===== config.mk =====
export PLATFORM = sky130hd
export DESIGN_NAME = mdu
export DESIGN_NICKNAME = d
export VERILOG_FILES = /design/src/rtl/mdu.sv
export SDC_FILE = /design/constraint.sdc
export NUM_CORES = 1
export LEC_CHECK = 0
export CAP_MARGIN = 20
export CORE_MARGIN = 4
export CORE_UTILIZATION = 30
export CTS_CLUSTER_SIZE = 25
export DETAILED_ROUTE_END_ITERATION = 12
export GPL_ROUTABILITY_DRIVEN = 1
export GPL_TIMING_DRIVEN = 0
export SKIP_LAST_GASP = 1
export SYNTH_ARGS = -nofsm -noshare
export SYNTH_HDL_FRONTEND = slang
export SYNTH_SLANG_ARGS = --single-unit

===== constraint.sdc =====
create_clock -name clk -period 13.41 [get_ports clk]
set_input_delay 2.682 -clock clk [delete_from_list [all_inputs] [get_ports clk]]
set_output_delay 2.682 -clock clk [all_outputs]
set_load 0.02 [all_outputs]

===== src/rtl/mdu.sv =====
// mdu: iterative multiply/divide unit that owns the HI/LO registers.
// MULT/MULTU use a shift-add multiplier and DIV/DIVU use a restoring divider.
// Both retire one bit per cycle over WIDTH iterations, followed by one
// sign-fix cycle. MTHI/MTLO writes are accepted only while the unit is idle.
module mdu #(
   parameter int WIDTH = 32
) (
   input  logic             clk,
   input  logic             rst,
   input  logic             start,
   input  logic [1:0]       op,
   input  logic [WIDTH-1:0] A,
   input  logic [WIDTH-1:0] B,
   input  logic             flush,
   input  logic             wr_hi,
   input  logic             wr_lo,
   input  logic [WIDTH-1:0] wdata,
   output logic             busy,
   output logic             done,
   output logic [WIDTH-1:0] hi,
   output logic [WIDTH-1:0] lo
);

   localparam int            CW   = $clog2(WIDTH);
   localparam logic [CW-1:0] LAST = CW'(WIDTH - 1);

   typedef enum logic [1:0] {IDLE, RUN, FIX} state_t;

   state_t             state;
   state_t             state_next;

   logic [CW-1:0]      cnt;
   logic               is_div;
   logic               neg_res;
   logic               neg_rem;
   logic               div_zero;
   logic [WIDTH-1:0]   mcand;
   logic [2*WIDTH-1:0] prod;
   logic [WIDTH-1:0]   rem;
   logic [WIDTH-1:0]   quo;

   logic               accept;
   logic               b_zero;
   logic [WIDTH-1:0]   a_mag;
   logic [WIDTH-1:0]   b_mag;
   logic [WIDTH:0]     mul_sum;
   logic [WIDTH:0]     div_trial;
   logic [WIDTH-1:0]   div_diff;
   logic               div_ge;
   logic [2*WIDTH-1:0] prod_fix;
   logic [WIDTH-1:0]   quo_fix;
   logic [WIDTH-1:0]   rem_fix;

   assign busy   = (state != IDLE);
   assign accept = (state == IDLE) && start && !flush;

   // Operand magnitudes. A signed divide by zero keeps A raw so HI returns it untouched.
   always_comb begin
      b_zero = (B == '0);
      a_mag  = (op[0] && A[WIDTH-1] && !(op[1] && b_zero)) ? -A : A;
      b_mag  = (op[0] && B[WIDTH-1]) ? -B : B;
   end

   // One multiply step, one restoring-divide step, and the final sign correction.
   always_comb begin
      mul_sum   = {1'b0, prod[2*WIDTH-1:WIDTH]} + (prod[0] ? {1'b0, mcand} : '0);
      div_trial = {rem, quo[WIDTH-1]};
      div_ge    = (div_trial >= {1'b0, mcand});
      div_diff  = div_trial[WIDTH-1:0] - mcand;
      prod_fix  = neg_res ? -prod : prod;
      quo_fix   = (neg_res && !div_zero) ? -quo : quo;
      rem_fix   = (neg_rem && !div_zero) ? -rem : rem;
   end

   // State register.
   always_ff @(posedge clk or posedge rst) begin
      if (rst) begin
         state <= IDLE;
      end else begin
         state <= state_next;
      end
   end

   // Next-state logic. A flush aborts RUN/FIX straight back to IDLE.
   always_comb begin
      state_next = state;
      unique case (state)
         IDLE: begin
            if (accept) begin
               state_next = RUN;
            end
         end
         RUN: begin
            if (flush) begin
               state_next = IDLE;
            end else if (cnt == LAST) begin
               state_next = FIX;
            end
         end
         FIX: begin
            state_next = IDLE;
         end
         default: begin
            state_next = IDLE;
         end
      endcase
   end

   // Iteration datapath: latch operands on accept, then retire one bit per RUN cycle.
   always_ff @(posedge clk or posedge rst) begin
      if (rst) begin
         cnt      <= '0;
         is_div   <= 1'b0;
         neg_res  <= 1'b0;
         neg_rem  <= 1'b0;
         div_zero <= 1'b0;
         mcand    <= '0;
         prod     <= '0;
         rem      <= '0;
         quo      <= '0;
      end else begin
         unique case (state)
            IDLE: begin
               if (accept) begin
                  is_div   <= op[1];
                  neg_res  <= op[0] & (A[WIDTH-1] ^ B[WIDTH-1]);
                  neg_rem  <= op[0] & A[WIDTH-1];
                  div_zero <= op[1] & b_zero;
                  mcand    <= op[1] ? b_mag : a_mag;
                  prod     <= {{WIDTH{1'b0}}, b_mag};
                  quo      <= a_mag;
                  rem      <= '0;
                  cnt      <= '0;
               end
            end
            RUN: begin
               cnt <= cnt + 1'b1;
               if (is_div) begin
                  if (div_ge) begin
                     rem <= div_diff;
                     quo <= {quo[WIDTH-2:0], 1'b1};
                  end else begin
                     rem <= div_trial[WIDTH-1:0];
                     quo <= {quo[WIDTH-2:0], 1'b0};
                  end
               end else begin
                  prod <= {mul_sum, prod[WIDTH-1:1]};
               end
            end
            default: begin
            end
         endcase
      end
   end

   // HI/LO: MTHI/MTLO while idle, result commit with a done pulse from FIX.
   always_ff @(posedge clk or posedge rst) begin
      if (rst) begin
         hi   <= '0;
         lo   <= '0;
         done <= 1'b0;
      end else begin
         done <= 1'b0;
         if (state == IDLE) begin
            if (wr_hi) begin
               hi <= wdata;
            end
            if (wr_lo) begin
               lo <= wdata;
            end
         end else if (state == FIX && !flush) begin
            done <= 1'b1;
            if (is_div) begin
               hi <= rem_fix;
               lo <= quo_fix;
            end else begin
               hi <= prod_fix[2*WIDTH-1:WIDTH];
               lo <= prod_fix[WIDTH-1:0];
            end
         end
      end
   end

endmodule


# ---- After elaboration in Yosys (flattened, before gate mapping)
# Cells that the tools add are included.
dict set report word_totals {
  regBits 236
  latchBits 0
  ramBits 0
  mem_bits_ro 0
  input_bits 104
  memories 0
}
dict set report op_classes {
  add_sub_neg 8
  mul 0
  div 0
  order_cmp 1
  eq_ne 9
  shift 0
  n_mux 34
  bitwise_logic 4
  reduce_logical 24
}
# cell count
set ops {}
lappend ops {{$mux W32} 19}
lappend ops {{$mux W64} 3}
lappend ops {{$neg A32 Y32} 4}
lappend ops {{$pmux W32 S2} 2}
lappend ops {{$pmux W64 S2} 1}
lappend ops {{$neg A64 Y64} 1}
lappend ops {{$add A32 B32 Y33} 1}
lappend ops {{$ge A33 B32 Y1} 1}
lappend ops {{$logic_not A32 Y1} 1}
lappend ops {{$sub A32 B32 Y32} 1}
lappend ops {{$ne A2 B2 Y1 const B} 5}
lappend ops {{$pmux W5 S2} 1}
lappend ops {{$reduce_and A2 Y1} 5}
lappend ops {{$logic_and A1 B1 Y1} 9}
lappend ops {{$mux W2} 3}
lappend ops {{$reduce_and A3 Y1} 2}
lappend ops {{$reduce_bool A2 Y1} 3}
lappend ops {{$add A5 B1 Y5 const B} 1}
lappend ops {{$eq A5 B5 Y1 const B} 1}
lappend ops {{$mux W5} 1}
lappend ops {{$pmux W2 S2} 1}
lappend ops {{$and A1 B1 Y1} 3}
lappend ops {{$logic_not A1 Y1} 3}
lappend ops {{$mux W1} 3}
lappend ops {{5 further kinds} 5}

# ---- Logic depth before layout (Yosys ltp)
# Gate-level depths: netlist of the first run.
dict set report logic_depth {
  word_depth 7
  ltp_mapped 13
  ltp_nobuf 12
}

# ---- Worst setup path after synthesis of the first run
# Ideal clock, no wire load.
dict set report synth_timing {
  path_kind {input-to-reg}
  startpoint {input B[17]}
  endpoint {register mcand[6]}
  setup_ns 0.142
  t_arrival_ns 4.868
  required_time_ns 13.268
  slack_ns 8.400
  stages 9
  n_path_buf 1
  cell_sequence {or4_1 nand4b_1 nor3_1 and3b_1 a21o_1 clkbuf_1 a21oi_1 xnor2_1 o221ai_1}
}
dict set report synth_via {
  elab_chain_len 6
}
# element line_no
set synth_rtl {}
lappend synth_rtl {{start, declared} 13} ;# input logic [WIDTH-1:0] B,
lappend synth_rtl {{$logic_not A32 Y1} 59} ;# b_zero = (B == '0);
lappend synth_rtl {{$logic_and A1 B1 Y1} 60} ;# a_mag = (op[0] && A[WIDTH-1] && !(op[1] && b_zero)) ? -A : A;
lappend synth_rtl {{$logic_not A1 Y1} 60}
lappend synth_rtl {{$logic_and A1 B1 Y1} 60}
lappend synth_rtl {{$mux W32} 60}
lappend synth_rtl {{$mux W32} 129} ;# mcand <= op[1] ? b_mag : a_mag;
lappend synth_rtl {{end signal, assigned} 129}
lappend synth_rtl {{end, declared} 37} ;# logic [WIDTH-1:0] mcand;
# Every way passes these cells.
# A chain may end at the register's enable or synchronous reset.

# ---- Worst setup path in the final report of the first run
dict set report layout_timing {
  startpoint {register state[1]}
  endpoint {output busy}
}
dict set report layout_via {
  elab_chain_len 1
}
# element line_no
set layout_rtl {}
lappend layout_rtl {{start, declared} 29} ;# state_t state;
lappend layout_rtl {{start signal, assigned} 80} ;# state <= state_next;
lappend layout_rtl {{$reduce_bool A2 Y1} 54} ;# assign busy = (state != IDLE);
lappend layout_rtl {{end, declared} 18} ;# output logic busy,
# Every way passes these cells.

==> results of run 1 <==
-- where the power goes --
| part | leakage, nW | internal [mW] | switching [mW] |
|---|---|---|---|
| clock | 0.466 | 0.481 | 0.338 |
| combinational | 5.48 | 0.953 | 1.59 |
| sequential | 2.87 | 0.942 | 0.385 |
-- logic make-up (layout without fill, tap and decap cells) --
family          after synthesis  in the layout
simple gates                761            761
compound gates              753            753
flops                       236            236
xor+xnor                    217            217
buf+inv                     213            437
fa+ha+maj                    73             73
mux                          25             25
other cells                   0              3
-- final timing paths --
| kind | from | to | slack, ns | depth (start not counted) |
|---|---|---|---|---|
| min in group asynchronous | rst | prod[41] | 2.50 | 2 |
| worst min-delay path | lo[1] | lo[1] | 0.49 | 2 |
| worst max-delay path | state[1] | busy | 7.19 | 6 |
| max in group asynchronous | rst | cnt[4] | 9.60 | 4 |
| worst min register to register | lo[1] | lo[1] | 0.49 | 2 |
| worst max register to register | prod[0] | prod[58] | 9.05 | 13 |
-- synthesized netlist by cell type, types with 41 or more instances --
master and count:
nor2_1 208, a21oi_1 209, ha_1 71, dfrtp_1 236, xor2_1 97, inv_1 87, clkbuf_1 107, o21ai_0 229
xnor2_1 120, o31ai_1 41, nand2_1 264, or3_1 51, nor3_1 51, nand3_1 47, o221ai_1 45
-- area by class of cell --
class / count / area [µm²] / area share (%)
multi-input cells: 1829 / 11400 / 52.3
inverters: 87 / 334 / 1.53
flip-flops and latches: 236 / 5910 / 27.0
well taps: 773 / 967 / 4.43
plain buffers: 126 / 487 / 2.23
diodes: 3 / 7.51 / 0.0344
repair buffers: 172 / 1750 / 8.02
clock inverters: 10 / 134 / 0.613
clock buffers: 42 / 825 / 3.78
-- per-layer routing --
layer	vias to the layer above	global-route usage [%]	share of wire, %
met2	1095	38.4	44
met4	2	11.4	5.6
met5	-	0	0.016
met3	199	5.20	9.5
met1	9576	32.4	41
li1	8681	-	-
-- worst reg2reg max path, stage by stage (launching register included) --
cell and delay (ns):
dfrtp_1 0.44, inv_1 0.40, buf_1 0.36, nor2_1 0.16
ha_1 0.30, clkbuf_1 0.19, and3_1 0.24, a221oi_1 0.33
o21ai_0 0.22, or4b_2 0.68, o2111ai_1 0.40, o21ai_0 0.22
xnor2_1 0.20, o21ai_0 0.10
-- sequential cells by signal, indices dropped and copies added, names as in the netlist, 2 cells and up --
register  flops
prod         64
lo           32
mcand        32
rem          32
hi           32
cnt           5
state         2
quo          32
-- per-stage QoR --
| stage | std cells | instance area (µm²) |
|---|---|---|
| finish | 3278 | 21800 |
| detailed placement | 3223 | 20900 |
| CTS | 3275 | 21800 |
| floorplan | 2278 | 18100 |
| global placement | 3219 | 20800 |
| global route | 3275 | 21800 |
==> results by group, run 1 <==
Logic synthesis
  • Top FF cell, synth: dfrtp_1
  • #FFs+latches synth: about 240
  • Largest family of logic cells by synthesized area: compound AO/OA/AOI/OAI gates
  • Most area-consuming cells after synthesis: dfrtp_1 33%, o21ai_0 6.3%, xnor2_1 5.8%, a21oi_1 5.8%, nand2_1 5.5%
  • XOR/XNOR Fraction of Synth Area: between 10% and 20%
  • Area leader, netlist: dfrtp_1
  • Syn nets: 2455
  • YS warnings: 0
  • Complex-gate fraction of the synthesized area: 26.0%
  • Multiplexer share of the synthesized area: under 10%
  • Sequential cell area fraction in the yosys report: about 33%
  • EDFF count, synth: 0
  • Async SR Flop Fraction: 100%
  • Post-synthesis simple-gate area fraction: 19.9%
  • Mapped Cells: 2278
  • Top-area cell type share of the netlist area: roughly 33%
  • Mapped Area: between 0.015 and 0.02 mm²
  • Adder-Cell Fraction of Synth Area: 5.12%
  • Synth cell types: 79
  • Syn_area_per_cell: 7.96 µm²

GRT
  • Antenna violations before repair: 4
  • GRT overflow: 0
  • First-pass GRT wire length: between 100000 and 150000 µm
  • Overall routing resource usage: 24.5%
  • Vias in the first global route: 18300
  • Largest net degree at the start of global routing: between 100 and 150

Detailed routing
  • DRT Pass-1 Iters: 6
  • Vias per cell: 5.96
  • Wirelength, routed: a little over 80000 µm
  • Post-DRT Antenna Nets: 0
  • Drt drc: 0
  • Routed WL per cell: 25.1 µm
  • Via count of the routed design: 19600
  • First-iteration detailed-routing DRC count: between 2000 and 2500

Clocking
  • Clock slew at reported path FFs: ~0.060 ns
  • Later-pin clock latency in the skew report: 0.59 ns
  • Root buf cell: clkbuf_16
  • Clk buf depth: 3
  • CTS sink count: 236
  • Hold_buf cts: 0
  • Htree depth: 1
  • CTS Buf Count: 29
  • TritonCTS clock tree: yes
  • Post_cts resized: 0
  • Postcts setup bufs: 0

Floorplanning
  • Die Width: 254 µm
  • Die area: 0.0645 mm²
  • I/O pins: 170
  • Rows: 89
  • Die Span Y: 254 µm
  • Initial core utilization: between 30% and 40%
  • Core Region: 0.0595 mm²

Worst setup path
  • Worst path bufs/invs: 5
  • Critical path arrival: 3.53 ns
  • Max FO, Critical Path: 10
  • Required @ worst endpoint: 10.73 ns
  • Crit-path max cell delay: 0.75 ns
  • Worst path most repeated cell: clkbuf_1
  • Critical path cell sequence: nor2_1 -> clkbuf_1 -> inv_1 -> clkbuf_1 -> clkbuf_1 -> clkdlybuf4s50_1
  • CP endpoint kind: output port
  • Slowest CP cell: clkdlybuf4s50_1
  • WS Path Type: reg -> out
  • Crit path max-delay family: buffers and inverters
  • Crit start category: register

Placed design
  • Final GP Congestion: around 1
  • Pre-CTS setup slack: 6.97 ns
  • Post-DP HPWL: roughly 66000 µm
  • Buffers on Ports: 168

Run status
  • Outcome: complete, no violations

STA
  • WHS: a little under 0.5 ns
  • Clock skew: 0.00975 ns
  • Final Critical Period: 6.22 ns
  • Final setup vio count: 0
  • Period utilisation layout: between 40% and 50%
  • RSZ-0062 raised after global routing: no
  • Final Slew Violations: 0
  • Tightest Pin Transition: 1.09 ns
  • Max-slew headroom: 27.1%
  • Fmax: 0.161 GHz
  • Setup TNS: 0 ns
  • Fin. Hold Viols: 0
  • Final setup margin: around 7 ns

Cells and area
  • Most frequent cells in the layout: 264 x nand2_1, 236 x dfrtp_1, 229 x o21ai_0, 209 x a21oi_1, 208 x nor2_1
  • Fraction of layout cells with a size suffix above 1: about 3.2%
  • Filler Cell Count: 6227
  • Final Core Density: 36.7%
  • Most common cell after layout, fill and taps aside: nand2_1
  • Area Growth Syn to Fin: 20.4%
  • Fin nets: 2658

Pwr
  • Power Total: 4.69 mW
  • Leak pwr: 8.81 nW
  • PwrDens: 215 mW/mm²
  • Maximum VDD drop: 0.109 mV

Job
  • Max-cap violations: 0

Worst hold path
  • Hold crit path type: reg -> reg
Note: power is estimated with default switching activity, not from simulation.
==> run 2: changes to the inputs <==
- clock period: 13.41 -> 6 ns (I/O delays scaled with it)
==> run 2 against run 1 <==
- via count down 0.23%
- sequential cell count unchanged
- clock skew up 0.0077 ns
- clock-buffer cell count down 11
- global-route usage up 0.16 points
- combinational power up 130%
- core utilization up 0.33 points
- critical path type unchanged
- critical endpoint unchanged
==> results by group, run 2 (same netlist as run 1, synthesis figures left out) <==
Clocking
  • CTS sink count: 236 (unchanged)
  • Clock slew at reported path FFs: 0.06 ns (about the same)
  • TritonCTS clock tree: yes
  • Htree depth: 1 (unchanged)
  • Later-pin clock latency in the skew report: 0.59 ns (about the same)
  • Postcts setup bufs: 0 (unchanged)
  • Clk buf depth: 3 (unchanged)
  • Post_cts resized: 0 (unchanged)
  • CTS Buf Count: 28 (-3.4%)
  • Hold_buf cts: 0 (unchanged)
  • Root buf cell: clkbuf_16

STA
  • Fmax: ~0.21 GHz
  • Tightest Pin Transition: 1.06 ns (-0.0378 ns)
  • Final setup margin: 1.32 ns (-5.87 ns)
  • Max-slew headroom: 29.4% (+2.4 points)
  • Final setup vio count: 0 (unchanged)
  • WHS: 0.482 ns (-0.0108 ns)
  • Clock skew: 0.0174 ns (+0.00770 ns)
  • Period utilisation layout: 77.9%
  • Final Slew Violations: 0 (unchanged)
  • Setup TNS: 0 ns (unchanged)
  • Final Critical Period: 4.68 ns
  • RSZ-0062 raised after global routing: no
  • Fin. Hold Viols: 0 (unchanged)

GRT
  • Largest net degree at the start of global routing: 42 (-59%)
  • Antenna violations before repair: 1 (-3)
  • GRT overflow: 0 (unchanged)
  • First-pass GRT wire length: 120000 µm (+0.29%)
  • Vias in the first global route: 18400 (+0.70%)
  • Overall routing resource usage: 24.6% (+0.16 points)

Cells and area
  • Area Growth Syn to Fin: 21.5%
  • Filler Cell Count: 6247 (+0.32%)
  • Fraction of layout cells with a size suffix above 1: 3.63% (+0.43 points)
  • Fin nets: 2662 (+0.15%)
  • Cell Count, Final, Fillers Out: 3281 (+0.092%)
  • Register with the most flip-flops: prod
  • Most common cell after layout, fill and taps aside: nand2_1
  • Max reg flops: 64 (unchanged)
  • Final instance area: 0.0220 mm² (+0.91%)
  • Most frequent cells in the layout: 264 x nand2_1, 236 x dfrtp_1, 229 x o21ai_0, 209 x a21oi_1, 208 x nor2_1
  • Final Core Density: 37.1% (+0.33 points)

Floorplanning
  • Die Span Y: 254 µm (unchanged)
  • Initial core utilization: 30.5% (unchanged)
  • Rows: 89 (unchanged)
  • Die Width: 254 µm (unchanged)
  • I/O pins: 170 (unchanged)
  • Core Region: 0.0595 mm² (unchanged)
  • Die area: 0.0645 mm² (unchanged)

Detailed routing
  • First-iteration detailed-routing DRC count: 2144 (-7.2%)
  • DRT Pass-1 Iters: 6 (unchanged)
  • Drt drc: 0 (unchanged)
  • Routed WL per cell: 25.3 µm (+0.60%)
  • Via count of the routed design: 19500 (-0.23%)
  • Wirelength, routed: 82900 µm (+0.69%)
  • Post-DRT Antenna Nets: 0 (unchanged)
  • Vias per cell: 5.95 (-0.32%)

Pwr
  • Power Total: 10.7 mW (+130%)
  • Maximum VDD drop: 0.258 mV (+140%)
  • PwrDens: 484 mW/mm² (+130%)
  • Leak pwr: 8.89 nW (+0.91%)

Worst setup path
  • CP endpoint kind: output port
  • Crit start category: register
  • Critical path arrival: 3.48 ns (-0.05 ns)
  • Required @ worst endpoint: 4.80 ns (-5.93 ns)
  • WS Path Type: reg -> out
  • Max FO, Critical Path: 10 (unchanged)

Placed design
  • Final GP Congestion: 1.04 (+1.5%)
  • Placed cell count: 3228 (+0.16%)
  • Post-DP HPWL: 67000 µm (+0.83%)
  • Buffers on Ports: 168 (unchanged)
  • Pre-CTS setup slack: 1.02 ns (-5.95 ns)
  • Dpl cell area: 0.0210 mm² (+0.48%)

Worst hold path
  • Hold crit path type: reg -> reg

Run status
  • Outcome: complete, no violations

Job
  • Max-cap violations: 0 (unchanged)
run 2: cell types whose count changed in the layout (fill, tap and decap cells not counted):
cell and delta:
clkbuf_1 -6, clkinvlp_4 +4, clkinv_8 +1, diode_2 -2, buf_4 -1, buf_12 +5, clkinv_4 +2, buf_6 +1
inv_8 -1, clkbuf_8 -4, clkbuf_16 -1, bufinv_16 +5
run 2: final cells by class:
type	count	area, µm²	share of cell area, %
plain buffers	126	487	2.21
well taps	773	967	4.39
flip-flops and latches	236	5910	26.8
multi-input cells	1829	11400	51.9
inverters	87	330	1.50
repair buffers	177	1860	8.42
diodes	1	2.50	0.0114
clock inverters	21	340	1.54
clock buffers	31	722	3.28
run 2: routing by layer:
metal | vias to the layer above | track usage [%] | routed length [µm]
li1 | 8696 | - | -
met1 | 9577 | 33.6 | 34500
met2 | 1029 | 38.2 | 36400
met3 | 206 | 4.12 | 7210
met4 | 0 | 11.4 | 4780
met5 | - | 0 | 0
run 2: report_power, final:
| part | total [mW] | switching, mW | leakage [nW] | internal (mW) |
|---|---|---|---|---|
| Clock | 2.01 | 0.788 | 0.504 | 1.22 |
| Sequential | 2.92 | 0.815 | 2.87 | 2.10 |
| Combinational | 5.74 | 3.60 | 5.52 | 2.14 |
| Total | 10.7 | 5.21 | 8.89 | 5.46 |
run 2: critical path, stage by stage, from the launching register on:
cell and delay (ns):
dfrtp_1 0.57, nor2_1 0.11, clkbuf_1 0.26, inv_1 0.24, clkbuf_1 0.42, clkbuf_1 0.55, clkdlybuf4s50_1 0.74
run 2: worst paths after layout:
path / slack, ns / startpoint / cells after the start / endpoint
worst max-delay path: 1.32 / state[1] / 6 / busy
worst min-delay path: 0.48 / lo[12] / 2 / lo[12]
worst max register to register: 1.53 / prod[0] / 12 / prod[60]
worst min register to register: 0.48 / lo[12] / 2 / lo[12]
max in group asynchronous: 3.48 / rst / 7 / mcand[11]
min in group asynchronous: 1.03 / rst / 2 / prod[48]
